[src/rtl/mem_bus_arbiter.sv]
// mem_bus_arbiter: shares one multiplexed 8-bit memory port between the CPU (port 0) and the debug loader (port 1)
// Ports: reqN_* request handshakes (reqN_ready combinational), rspN_valid + rsp_rdata read responses,
// req1_lock lets port 1 hold the bus, mem_bus/mem_read/mem_write/mem_rdata drive the pins, busy/grant_id status.
module mem_bus_arbiter #(
  parameter int ADDR_W  = 8,
  parameter int DATA_W  = 8,
  parameter int LOCK_EN = 1
) (
  input  logic              clk,
  input  logic              rst_n,
  input  logic              req0_valid,
  input  logic              req0_write,
  input  logic [ADDR_W-1:0] req0_addr,
  input  logic [DATA_W-1:0] req0_wdata,
  output logic              req0_ready,
  output logic              rsp0_valid,
  input  logic              req1_valid,
  input  logic              req1_write,
  input  logic [ADDR_W-1:0] req1_addr,
  input  logic [DATA_W-1:0] req1_wdata,
  output logic              req1_ready,
  output logic              rsp1_valid,
  input  logic              req1_lock,
  output logic [DATA_W-1:0] rsp_rdata,
  output logic [DATA_W-1:0] mem_bus,
  input  logic [DATA_W-1:0] mem_rdata,
  output logic              mem_read,
  output logic              mem_write,
  output logic              busy,
  output logic              grant_id
);
  typedef enum logic [1:0] {IDLE, ADDR, DATA} state_e;
  state_e state_q;
  logic rr_q, lock_q, wr_q, grant_q, busy_q, rd_q, wt_q, rsp0_q, rsp1_q;
  logic [DATA_W-1:0] bus_q, wdata_q, rdata_q;
  logic lock_eff, gnt_v, gnt_d, lock_d, w_sel;
  logic [ADDR_W-1:0] a_sel;
  logic [DATA_W-1:0] wd_sel;
  // a held lock only blocks port 0 while port 1 keeps req1_lock high; dropping it frees the bus this same cycle
  assign lock_eff = (LOCK_EN != 0) && lock_q && req1_lock;
  assign gnt_v = lock_eff ? req1_valid : (req0_valid || req1_valid);
  assign gnt_d = lock_eff ? 1'b1 : (req0_valid && req1_valid) ? rr_q : req1_valid;
  assign lock_d = (LOCK_EN != 0) && ((gnt_v && gnt_d) ? req1_lock : lock_eff);
  assign w_sel = gnt_d ? req1_write : req0_write;
  assign a_sel = gnt_d ? req1_addr : req0_addr;
  assign wd_sel = gnt_d ? req1_wdata : req0_wdata;
  assign req0_ready = (state_q == IDLE) && gnt_v && !gnt_d;
  assign req1_ready = (state_q == IDLE) && gnt_v && gnt_d;
  assign rsp0_valid = rsp0_q;
  assign rsp1_valid = rsp1_q;
  assign rsp_rdata = rdata_q;
  assign mem_bus = bus_q;
  assign mem_read = rd_q;
  assign mem_write = wt_q;
  assign busy = busy_q;
  assign grant_id = grant_q;
  always_ff @(posedge clk or negedge rst_n) begin
    if (!rst_n) begin
      state_q <= IDLE;
      rr_q <= 1'b0;
      lock_q <= 1'b0;
      wr_q <= 1'b0;
      grant_q <= 1'b0;
      busy_q <= 1'b0;
      rd_q <= 1'b0;
      wt_q <= 1'b0;
      rsp0_q <= 1'b0;
      rsp1_q <= 1'b0;
      bus_q <= '0;
      wdata_q <= '0;
      rdata_q <= '0;
    end else begin
      case (state_q)
        IDLE: begin
          lock_q <= lock_d;
          if (gnt_v) begin
            state_q <= ADDR;
            grant_q <= gnt_d;
            rr_q <= !gnt_d;
            wr_q <= w_sel;
            wdata_q <= wd_sel;
            bus_q <= DATA_W'(a_sel);
            rd_q <= !w_sel;
            wt_q <= w_sel;
            busy_q <= 1'b1;
          end
        end
        ADDR: begin
          state_q <= DATA;
          rd_q <= 1'b0;
          wt_q <= 1'b0;
          bus_q <= wr_q ? wdata_q : '0;
          if (!wr_q) begin
            rdata_q <= mem_rdata;
            rsp0_q <= !grant_q;
            rsp1_q <= grant_q;
          end
        end
        DATA: begin
          state_q <= IDLE;
          bus_q <= '0;
          rsp0_q <= 1'b0;
          rsp1_q <= 1'b0;
          busy_q <= 1'b0;
        end
        default: state_q <= IDLE;
      endcase
    end
  end
endmodule
[config.mk]
export PLATFORM = sky130hd
export DESIGN_NAME = mem_bus_arbiter
export DESIGN_NICKNAME = d
export VERILOG_FILES = /design/src/rtl/mem_bus_arbiter.sv
export SDC_FILE = /design/constraint.sdc
export NUM_CORES = 1
export LEC_CHECK = 0
export BUFFER_PORTS_ARGS = -buffer_cell sky130_fd_sc_hd__buf_4
export CAP_MARGIN = 10
export CORE_ASPECT_RATIO = 1.5
export CORE_UTILIZATION = 40
export CTS_BUF_LIST = sky130_fd_sc_hd__clkbuf_16
export CTS_CLUSTER_DIAMETER = 200
export DETAILED_ROUTE_END_ITERATION = 7
export GPL_TIMING_DRIVEN = 0
export PLACE_DENSITY = 0.67
export REMOVE_ABC_BUFFERS = 1
export SLEW_MARGIN = 15
export SYNTH_ARGS = -nofsm -noshare
export SYNTH_HDL_FRONTEND = slang
export SYNTH_SLANG_ARGS = --single-unit
[constraint.sdc]
create_clock -name clk -period 2.07 [get_ports clk]
set_input_delay 0.207 -clock clk [delete_from_list [all_inputs] [get_ports clk]]
set_output_delay 0.207 -clock clk [all_outputs]
set_load 0.01 [all_outputs]
==> out/results.tsv, run 1 <==
metric	value	unit
GRT Total Usage	16.65	%
Die Wd	56.59	um
die span in y	83.88	um
Layout Area Growth over Synthesis	38.63	%
Num CTS Buffers	5	
CTS tree	done	
P_leak	1.250	nW
crit path max fanout	19	
effective utilization at floorplan	42.12	%
hold path depth	2	
Diodes inserted	0	
Port Buffers	70	
post-synthesis sequential area ratio	48.99	%
RD Place Congestion	0.7258	
post-route antenna net violation count	0	
Clock Sinks	35	
clock transition at the registers of the reported paths	0.05	ns
placed instance count	272	
non-filler cells, final	279	
Hold Crit Class	in2reg	
Max-slew headroom	61.02	%
largest net degree at the start of global routing	36	
CP required	1.86	ns
# fillers	386	
worst setup margin	0.09285	ns
Synth Warn #	0	
synth unique cells	29	
final period utilization	95.51	%
Clock Tree Buf Depth	2	
status	finished, final reports clean	
fmax	505.8	MHz
max-slew violation count	0	
CTS Root Cell	clkbuf_16	
Setup CP Type	reg2out	
final hold viol count	0	
CTS H-tree depth	2	
CP arrival	1.77	ns
CP Launch Type	flip-flop	
Slew @ Worst Pin	0.5847	ns
Layout Nets	286	
Starting DRT DRC Count	51	
vias after detailed routing	1455	
number of vias per cell	5.215	
drt wl/cell	13.44	um
crit path cell chain	inv_1 -> ha_2 -> o21ai_2 -> buf_8 -> nor2b_1 -> buf_4	
Residual DRC	0	
Rows	29	
post-synthesis register bit count	35	
Congestion Overflow GR	0	
R2R Path End	state_q[1]	
worst hold margin	0.1708	ns
Mapped Cells	165	
CP Buf/Inv Count	3	
pwr/cell area	1512	nW/um^2
clk_lat worst skew	0.27	ns
Post CTS Setup Buffer Count	0	
worst vdd ir	0.0008185	V
die area	4747	um^2
worst r2r src	state_q[1]	
CP top delay family	buffers and inverters	
clock skew	0.002309	ns
end of the worst hold path	rsp_rdata[1]	
Final Setup Violations	0	
Max Cap Violations	0	
IO Count	71	
reg-to-reg slack, setup	0.16	ns
Reg2Reg Depth	5	
Syn Std Cell Area	1788	um^2
TritonRoute pass-1 iters	4	
WL final	3749	um
initial antenna violation count	0	
first-pass GRT wire length	6251	um
hpwl dp	2754	um
Critical Path Sink Type	primary output	
vias in the first global route	1441	
clock period minus final worst setup slack	1.977	ns
share of layout cells above drive strength 1	41.63	%
final core utilization	58.38	%
Syn Area/Cell	10.84	um^2
Worst path max stage delay	0.41	ns
CORE AREA	4245	um^2
Hold Startpoint	mem_rdata[1]	
CP max-delay cell	dfrtp_1	
Place WS	-0.04067	ns
## Yosys cell counts (all sizes together)
cell type | count | area [um^2]
dfrtp | 35 | 875.8
mux2i | 17 | 170.2
o21ai | 12 | 60.06
nor2 | 4 | 15.01
nor3 | 1 | 10.01
a31oi | 9 | 56.30
o31ai | 3 | 22.52
nand2 | 19 | 71.32
clkbuf | 1 | 3.750
o22ai | 8 | 50.05
a21boi | 1 | 11.26
inv | 7 | 26.27
buf | 10 | 75.07
a21bo | 1 | 10.01
ha | 5 | 62.56
a22o | 2 | 17.52
o31a | 1 | 10.01
nor2b | 3 | 18.77
a22oi | 1 | 7.510
nand2b | 2 | 12.51
and3 | 1 | 6.260
mux2 | 10 | 112.6
a21oi | 3 | 15.01
a21o | 9 | 67.56
## worst max path at each step
| stage | from | to | slack (ns) | cells after the start |
|---|---|---|---|---|
| 6_report | state_q[1] | req0_ready | 0.09 | 6 |
| 5_1_grt | state_q[1] | req0_ready | -0.03 | 6 |
| 4_1_cts | state_q[1] | rsp_rdata[3] | 0.02 | 4 |
| 3_5_place_dp | state_q[0] | state_q[1] | -0.04 | 5 |
| 3_3_place_gp | rr_q | mem_read | -0.98 | 4 |
| 2_1_floorplan | rr_q | mem_read | -0.40 | 4 |
## logic make-up (layout without fill, tap and decap cells)
kind of cell / after synthesis / count (layout) / synth area share (%)
fa+ha+maj: 5 / 5 / 3.499
mux: 27 / 27 / 15.82
simple gates: 30 / 30 / 7.488
flops: 35 / 35 / 48.99
buf+inv: 18 / 86 / 5.878
compound gates: 50 / 50 / 18.33
## cells in the final DEF, fill, tap and decap left out, drive strengths merged
cell type     n
nor2          4
nand2        19
o31a          1
a21bo         1
a22oi         1
a21oi         3
a21boi        1
a22o          2
mux2i        17
dlygate4sd3   1
nor2b         3
o21ai        12
buf          72
ha            5
o31ai         3
dfrtp        35
clkbuf        5
nand2b        2
inv           8
nor3          1
a31oi         9
mux2         10
a21o          9
and3          1
o22ai         8
## layout make-up
cell class              instances  area (um^2)  share of cell area (%)
inverters                       7        26.28                   1.060
repair buffers                 73        561.8                   22.67
clock buffers                   5        125.1                   5.048
multi-input cells             112        828.3                   33.42
clock inverters                 1        3.754                  0.1514
well taps                      46        57.56                   2.322
flip-flops and latches         35        875.8                   35.34
## metal layers
metal | global-route usage [%] | wire length (um) | up-vias
met2 | 30.70 | 1985 | 60
met1 | 18.05 | 1487 | 670
met4 | 5.322 | 48 | 0
met3 | 4.186 | 228 | 5
met5 | 0 | 0 | -
li1 | - | - | 720
## flip-flops by register name, summed over array words and instances, names as in the netlist
register and flops:
rr_q 1, mem_write 1, wr_q 1, wdata_q 8, lock_q 1, rsp1_valid 1
rsp0_valid 1, grant_id 1, busy 1, mem_read 1, rsp_rdata 8, mem_bus 8
state_q 2
## repair_timing
action,CTS,global route
hold buffers,1,0
cloned,0,0
setup endpoints to repair,2,17
resized for setup,1,3
pin swaps,0,0
endpoints found under the hold margin,35,0
## power breakdown
group	switching (mW)	leakage [nW]	total [mW]	internal (mW)
registers	0.227	0.429	1.25	1.02
clock network	0.234	0.0669	0.660	0.426
logic	0.884	0.754	1.84	0.952
total	1.35	1.25	3.75	2.40
## stage by stage
| step | setup TNS, ns | power (mW) | instance area (um^2) |
|---|---|---|---|
| finish | 0 | 3.748 | 2479 |
| global route | -0.02853 | 4.034 | 2479 |
| CTS | 0 | 3.768 | 2472 |
| detailed placement | -0.07492 | 3.084 | 2327 |
| global placement | -17.52 | 3.001 | 2292 |
| floorplan | -6.368 | 2.377 | 1709 |
(Power assumes the default switching activity.)
==> inputs of run 2 (changes only) <==
--- a/config.mk
+++ b/config.mk
@@ -8,6 +8,7 @@
 export BUFFER_PORTS_ARGS = -buffer_cell sky130_fd_sc_hd__buf_4
 export CAP_MARGIN = 10
 export CORE_ASPECT_RATIO = 1.5
+export CORE_MARGIN = 2
 export CORE_UTILIZATION = 40
 export CTS_BUF_LIST = sky130_fd_sc_hd__clkbuf_16
 export CTS_CLUSTER_DIAMETER = 200
==> run 2 against run 1 <==
Worst hold slack worse by 0.0014 ns; wire length increased by 0.61%; the flow now finishes with violations (design-rule violations); critical path depth fell by 2; flip-flop and latch count is the same; fmax grew 0.53%; sequential power barely moved; clock skew hardly changed; combinational power about the same; largest power group unchanged; highest routed layer unchanged.
==> out/results.tsv, run 2 (synthesized netlist as in run 1, its figures left out) <==
metric	value	unit	change
number of vias per cell	5.283		+1.3%
Residual DRC	5		+5
clk_lat worst skew	0.27	ns	about the same
pwr/cell area	1507	nW/um^2	-0.33%
Hold Startpoint	mem_rdata[2]		
hpwl dp	2816	um	+2.2%
hold path depth	2		unchanged
CORE AREA	4282	um^2	+0.85%
Clock Tree Buf Depth	2		unchanged
CP required	1.86	ns	about the same
# fillers	385		-0.26%
vias in the first global route	1365		-5.3%
P_leak	1.251	nW	about the same
final period utilization	95.01	%	-0.50 points
commonest non-fill, non-tap cell in the layout	buf_4		
largest net degree at the start of global routing	36		unchanged
initial antenna violation count	0		unchanged
Reg2Reg Depth	5		unchanged
CP arrival	1.76	ns	about the same
Post CTS Setup Buffer Count	0		unchanged
Worst path max stage delay	0.49	ns	+0.08 ns
clock period minus final worst setup slack	1.967	ns	-0.01045 ns
IO Count	71		unchanged
Slew @ Worst Pin	0.6223	ns	+0.03753 ns
GRT Total Usage	15.56	%	-1.1 points
Port Buffers	70		unchanged
Starting DRT DRC Count	43		-16%
share of total power in combinational logic	49.1	%	about the same
clock skew	0.002608	ns	+0.0002985 ns
Layout Area Growth over Synthesis	38.98	%	
Max Cap Violations	0		unchanged
max-slew violation count	0		unchanged
Clock Power Share	17.9	%	+0.3 points
Cell Int Power	2.401	mW	about the same
Sw Ratio	35.89	%	about the same
NetSw	1.344	mW	-0.13%
final hold viol count	0		unchanged
CP Buf/Inv Count	1		-2
Layout Nets	286		unchanged
CTS tree	done		
vias after detailed routing	1474		+1.3%
Final Setup Violations	0		unchanged
clock transition at the registers of the reported paths	0.05	ns	about the same
Clock Sinks	35		unchanged
Rows	29		unchanged
die area	5032	um^2	+6.0%
die span in y	85.88	um	+2.4%
CTS H-tree depth	2		unchanged
CTS Root Cell	clkbuf_16		
crit path cell chain	nand2b_1 -> a22oi_2 -> nor2b_2 -> buf_4		
share of layout cells above drive strength 1	42.06	%	+0.43 points
Num CTS Buffers	5		unchanged
CP max-delay cell	a22oi_2		
crit path max fanout	8		-11
setup repair after global routing missed its margin	no		
register area	875.8	um^2	unchanged
first-pass GRT wire length	6134	um	-1.9%
effective utilization at floorplan	41.76	%	-0.36 points
area occupied by multi-input gates	838.3	um^2	+1.2%
Tot Pwr	3.745	mW	about the same
Max-slew headroom	58.52	%	-2.5 points
commonest non-fill, non-tap cells in the layout	70 x buf_4, 35 x dfrtp_1, 19 x nand2_1, 17 x mux2i_1, 10 x mux2_2		
failing checks	design-rule violations		
Diodes inserted	0		unchanged
reg-to-reg slack, setup	0.19	ns	+0.03 ns
status	finished, violations left		
Congestion Overflow GR	0		unchanged
RD Place Congestion	0.7139		-1.6%
end of the worst hold path	rsp_rdata[2]		
worst r2r src	state_q[1]		
CP top delay family	compound AO/OA/AOI/OAI gates		
TritonRoute pass-1 iters	6		+2
WL final	3772	um	+0.61%
Die Wd	58.59	um	+3.5%
Sequential Power Share	33.0	%	-0.4 points
Setup CP Type	reg2out		
CP Launch Type	flip-flop		
post-route antenna net violation count	0		unchanged
final core utilization	58.04	%	-0.35 points
drt wl/cell	13.52	um	+0.61%
worst vdd ir	0.0006492	V	-21%
Critical Path Sink Type	primary output		
Hold Crit Class	in2reg		
R2R Path End	state_q[0]		
fmax	508.5	MHz	+0.53%
## run 2: routing by layer
metal	wire length, um	vias up	global-route usage [%]	part of all wire (%)
li1	-	723	-	-
met1	1478	680	18.19	39
met2	1910	65	26.76	51
met3	339	6	4.827	9.0
met4	44	0	4.959	1.2
met5	0	-	0	0
## run 2: layout make-up
type / instances / area share [%]
clock buffer: 5 / 5.035
clock inverter: 1 / 0.1511
inverter: 7 / 1.057
multi-input combinational: 112 / 33.74
sequential: 35 / 35.25
tap: 46 / 2.316
timing repair buffer: 73 / 22.46
## run 2: power groups by stage
stage	Combinational (mW)	Clock, mW	Sequential (mW)
floorplan	1.07	0	1.31
detailed placement	1.83	0	1.25
global route	2.05	0.712	1.28
global placement	1.76	0	1.24
finish	1.84	0.669	1.24
CTS	1.86	0.681	1.24
## run 2: how the worst max path moves through the flow
| stage | startpoint | end | slack, ns | cells after the start |
|---|---|---|---|---|
| final | rr_q | req0_ready | 0.10 | 4 |
| after global routing | rr_q | req0_ready | 0.02 | 4 |
| after CTS | state_q[0] | req0_ready | 0.02 | 6 |
| after detailed placement | state_q[0] | state_q[0] | -0.08 | 5 |
| after global placement | rr_q | mem_read | -0.98 | 4 |
| after floorplan | rr_q | mem_read | -0.40 | 4 |
## run 2: through the flow
| stage | hold slack [ns] | area [um^2] | std cells | setup TNS, ns | setup slack, ns |
|---|---|---|---|---|---|
| 2_1_floorplan | -0.08859 | 1709 | 154 | -6.368 | -0.4022 |
| 3_3_place_gp | 0.1852 | 2292 | 270 | -18.56 | -0.9825 |
| 3_5_place_dp | 0.1865 | 2323 | 272 | -0.1779 | -0.08068 |
| 4_1_cts | 0.1680 | 2479 | 279 | 0 | 0.02288 |
| 5_1_grt | 0.1661 | 2485 | 279 | 0 | 0.01562 |
| 6_report | 0.1695 | 2485 | 279 | 0 | 0.1033 |
## run 2: repair_timing
item / in CTS / in global routing
gates resized for setup: 3 / 3
endpoints found under the hold margin: 35 / 0
endpoints found under the setup margin: 4 / 17
hold buffers: 1 / 0
==> inputs of run 3 (changes only) <==
--- a/config.mk
+++ b/config.mk
@@ -5,6 +5,7 @@
 export SDC_FILE = /design/constraint.sdc
 export NUM_CORES = 1
 export LEC_CHECK = 0
+export ABC_AREA = 1
 export BUFFER_PORTS_ARGS = -buffer_cell sky130_fd_sc_hd__buf_4
 export CAP_MARGIN = 10
 export CORE_ASPECT_RATIO = 1.5
@@ -14,7 +15,7 @@
 export CTS_CLUSTER_DIAMETER = 200
 export DETAILED_ROUTE_END_ITERATION = 7
 export GPL_TIMING_DRIVEN = 0
-export PLACE_DENSITY = 0.67
+export PLACE_DENSITY = 0.66
 export REMOVE_ABC_BUFFERS = 1
 export SLEW_MARGIN = 15
 export SYNTH_ARGS = -nofsm -noshare
==> run 3 against run 2 <==
The flow now finishes without violations; wire length is 11% higher; non-clock buffer count is 2 lower; total power is 3.0% lower; cell count is 31% higher; fmax is 4.8% higher; count of clock-buffer cells in the layout stayed put; first-iteration DRC count is 7.0% lower; design area is 5.2% higher; largest cell class unchanged; largest power group unchanged.
==> out/results.tsv, run 3 <==
metric	value	unit	change
Layout Nets	353		+23%
fin area	2615	um^2	+5.2%
Die Wd	60.67	um	+3.6%
vias in the first global route	1619		+19%
Slew @ Worst Pin	0.5432	ns	-0.07912 ns
placed cell areas	2459	um^2	+5.8%
CTS tree	done		
worst vdd ir	0.0006256	V	-3.6%
fmax	533.1	MHz	+4.8%
clock period minus final worst setup slack	1.876	ns	-0.09093 ns
non-filler cells, final	366		+31%
pwr/cell area	1390	nW/um^2	-7.8%
Syn Area/Cell	8.378	um^2	-23%
final core utilization	57.10	%	-0.93 points
CTS H-tree depth	2		unchanged
# fillers	476		+24%
Setup CP Type	reg2out		
commonest non-fill, non-tap cells in the layout	70 x buf_4, 44 x nand2_1, 39 x inv_1, 35 x dfrtp_1, 26 x nor2_1		
CP top delay family	simple AND/OR/NAND/NOR gates		
Layout Area Growth over Synthesis	35.71	%	
Top Metal Used	met4		
Async S/R FF share, synth	100.0	%	unchanged
Diodes inserted	0		unchanged
Synth Warn #	0		unchanged
vias after detailed routing	1660		+13%
met3 routed WL	191	um	-44%
Fin Setup TNS	0	ns	unchanged
Post CTS Setup Buffer Count	0		unchanged
Congestion Overflow GR	0		unchanged
crit path cell chain	nand2_2 -> nand2_4 -> nor2_1 -> buf_4		
Max-slew headroom	63.66	%	+5.1 points
placed instance count	357		+31%
post-synthesis register bit count	35		unchanged
die span in y	89.01	um	+3.6%
largest net degree at the start of global routing	36		unchanged
CTS Root Cell	clkbuf_16		
Max Cap Violations	0		unchanged
final period utilization	90.62	%	-4.4 points
CP max-delay cell	nand2_2		
IO Count	71		unchanged
clock transition at the registers of the reported paths	0.05	ns	about the same
Clock Tree Buf Depth	2		unchanged
CP arrival	1.67	ns	-0.09 ns
Starting DRT DRC Count	40		-7.0%
synth unique cells	22		-24%
CP required	1.86	ns	about the same
top cells by area in the synthesized netlist	dfrtp_1 45%, nand2_1 8.6%, inv_1 7.4%, nor2_1 5.1%, nand3_1 4.9%		
share of layout cells above drive strength 1	34.77	%	-7.3 points
first-pass GRT wire length	7210	um	+18%
commonest non-fill, non-tap cell in the layout	buf_4		
top-area cell type share of the netlist area	45.45	%	-3.5 points
Synth Flop Type	dfrtp_1		
GRT Total Usage	18.15	%	+2.6 points
Tot Pwr	3.634	mW	-3.0%
post-synthesis sequential area ratio	45.45	%	-3.5 points
final hold viol count	0		unchanged
P_leak	1.399	nW	+12%
Hold Crit Class	in2reg		
die area	5400	um^2	+7.3%
worst setup margin	0.1942	ns	+0.09093 ns
CORE AREA	4579	um^2	+7.0%
Critical Path Sink Type	primary output		
number of vias per cell	4.536		-14%
EDFF count, synth	0		unchanged
RD Place Congestion	0.7927		+11%
Residual DRC	0		-5
CP Launch Type	flip-flop		
clock skew	0.003020	ns	+0.0004118 ns
clk_lat worst skew	0.28	ns	about the same
initial antenna violation count	0		unchanged
Mapped Cells	230		+39%
WL final	4183	um	+11%
crit path max fanout	20		+12
post-route antenna net violation count	0		unchanged
Clock Sinks	35		unchanged
Worst path max stage delay	0.42	ns	-0.07 ns
status	finished, final reports clean		
setup repair after global routing missed its margin	no		
Syn Std Cell Area	1927	um^2	+7.8%
Post-Route M1 WL	1668	um	+13%
Rows	30		+3.4%
top-count cell post-synth	nand2_1		
Post-synth top cells	44 x nand2_1, 38 x inv_1, 35 x dfrtp_1, 26 x nor2_1, 19 x nand3_1		
Num CTS Buffers	5		unchanged
Port Buffers	70		unchanged
Place WS	0.3471	ns	+0.4278 ns
max-slew violation count	0		unchanged
routed wl met2	2222	um	+16%
effective utilization at floorplan	42.08	%	+0.32 points
area leader, netlist	dfrtp_1		
TritonRoute pass-1 iters	4		-2
Final Setup Violations	0		unchanged
worst hold margin	0.1615	ns	-0.007964 ns
hpwl dp	3110	um	+10%
CP Buf/Inv Count	1		unchanged
drt wl/cell	11.43	um	-15%
==> run 3: cell types whose count changed after synthesis, moves of 5 or more <==
cell,previous run,this run
inv_1,6,38
nand2_1,19,44
nor2_1,4,26
nand3_1,0,19
mux2i_1,17,0
a21o_1,9,0
a31oi_1,9,0
nand3_2,0,9
a21oi_1,3,10
o22ai_1,8,2
buf_2,6,1
nand2_2,0,5
==> run 3: repair_timing <==
action	in CTS	in global routing
setup endpoints to repair	0	1
hold buffers	1	0
resized for setup	0	1
hold endpoints to repair	35	0
==> run 3: path summary, 6_finish.rpt <==
path	from	endpoint	slack, ns	depth (start not counted)
setup / recovery	lock_q	req0_ready	0.19	4
hold / removal	mem_rdata[0]	rsp_rdata[0]	0.16	2
setup reg to reg	lock_q	mem_read	0.38	7
hold reg to reg	mem_write	mem_write	0.48	2
max in group asynchronous	rst_n	rsp_rdata[3]	1.34	2
min in group asynchronous	rst_n	rr_q	0.42	2
==> run 3: kinds of logic (layout without fill, tap and decap cells) <==
group | Yosys count | after routing | share of synthesized area [%]
simple gates | 106 | 106 | 26.95
mux | 8 | 8 | 4.676
buf+inv | 47 | 119 | 11.62
flops | 35 | 35 | 45.45
fa+ha+maj | 5 | 5 | 3.247
compound gates | 29 | 29 | 8.052
==> run 3: report_power, final <==
part | switching [mW] | leakage (nW) | internal [mW]
registers | 0.156 | 0.425 | 1.03
logic | 0.982 | 0.903 | 0.769
clock network | 0.264 | 0.0710 | 0.438
total | 1.40 | 1.40 | 2.23
==> run 3: layer usage <==
layer,GRT usage (%),vias to the layer above
li1,-,858
met5,0,-
met1,20.24,749
met4,8.893,0
met2,31.87,47
met3,3.907,6
==> run 3: final cells by class <==
type,instances,area (um^2),area share (%)
Inverter,40,150.1,5.742
Timing Repair Buffer,71,535.5,20.48
Clock buffer,5,125.1,4.785
Sequential cell,35,875.8,33.49
Multi-Input combinational cell,148,832.0,31.82
Tap cell,64,80.08,3.062
Clock inverter,3,16.27,0.6220
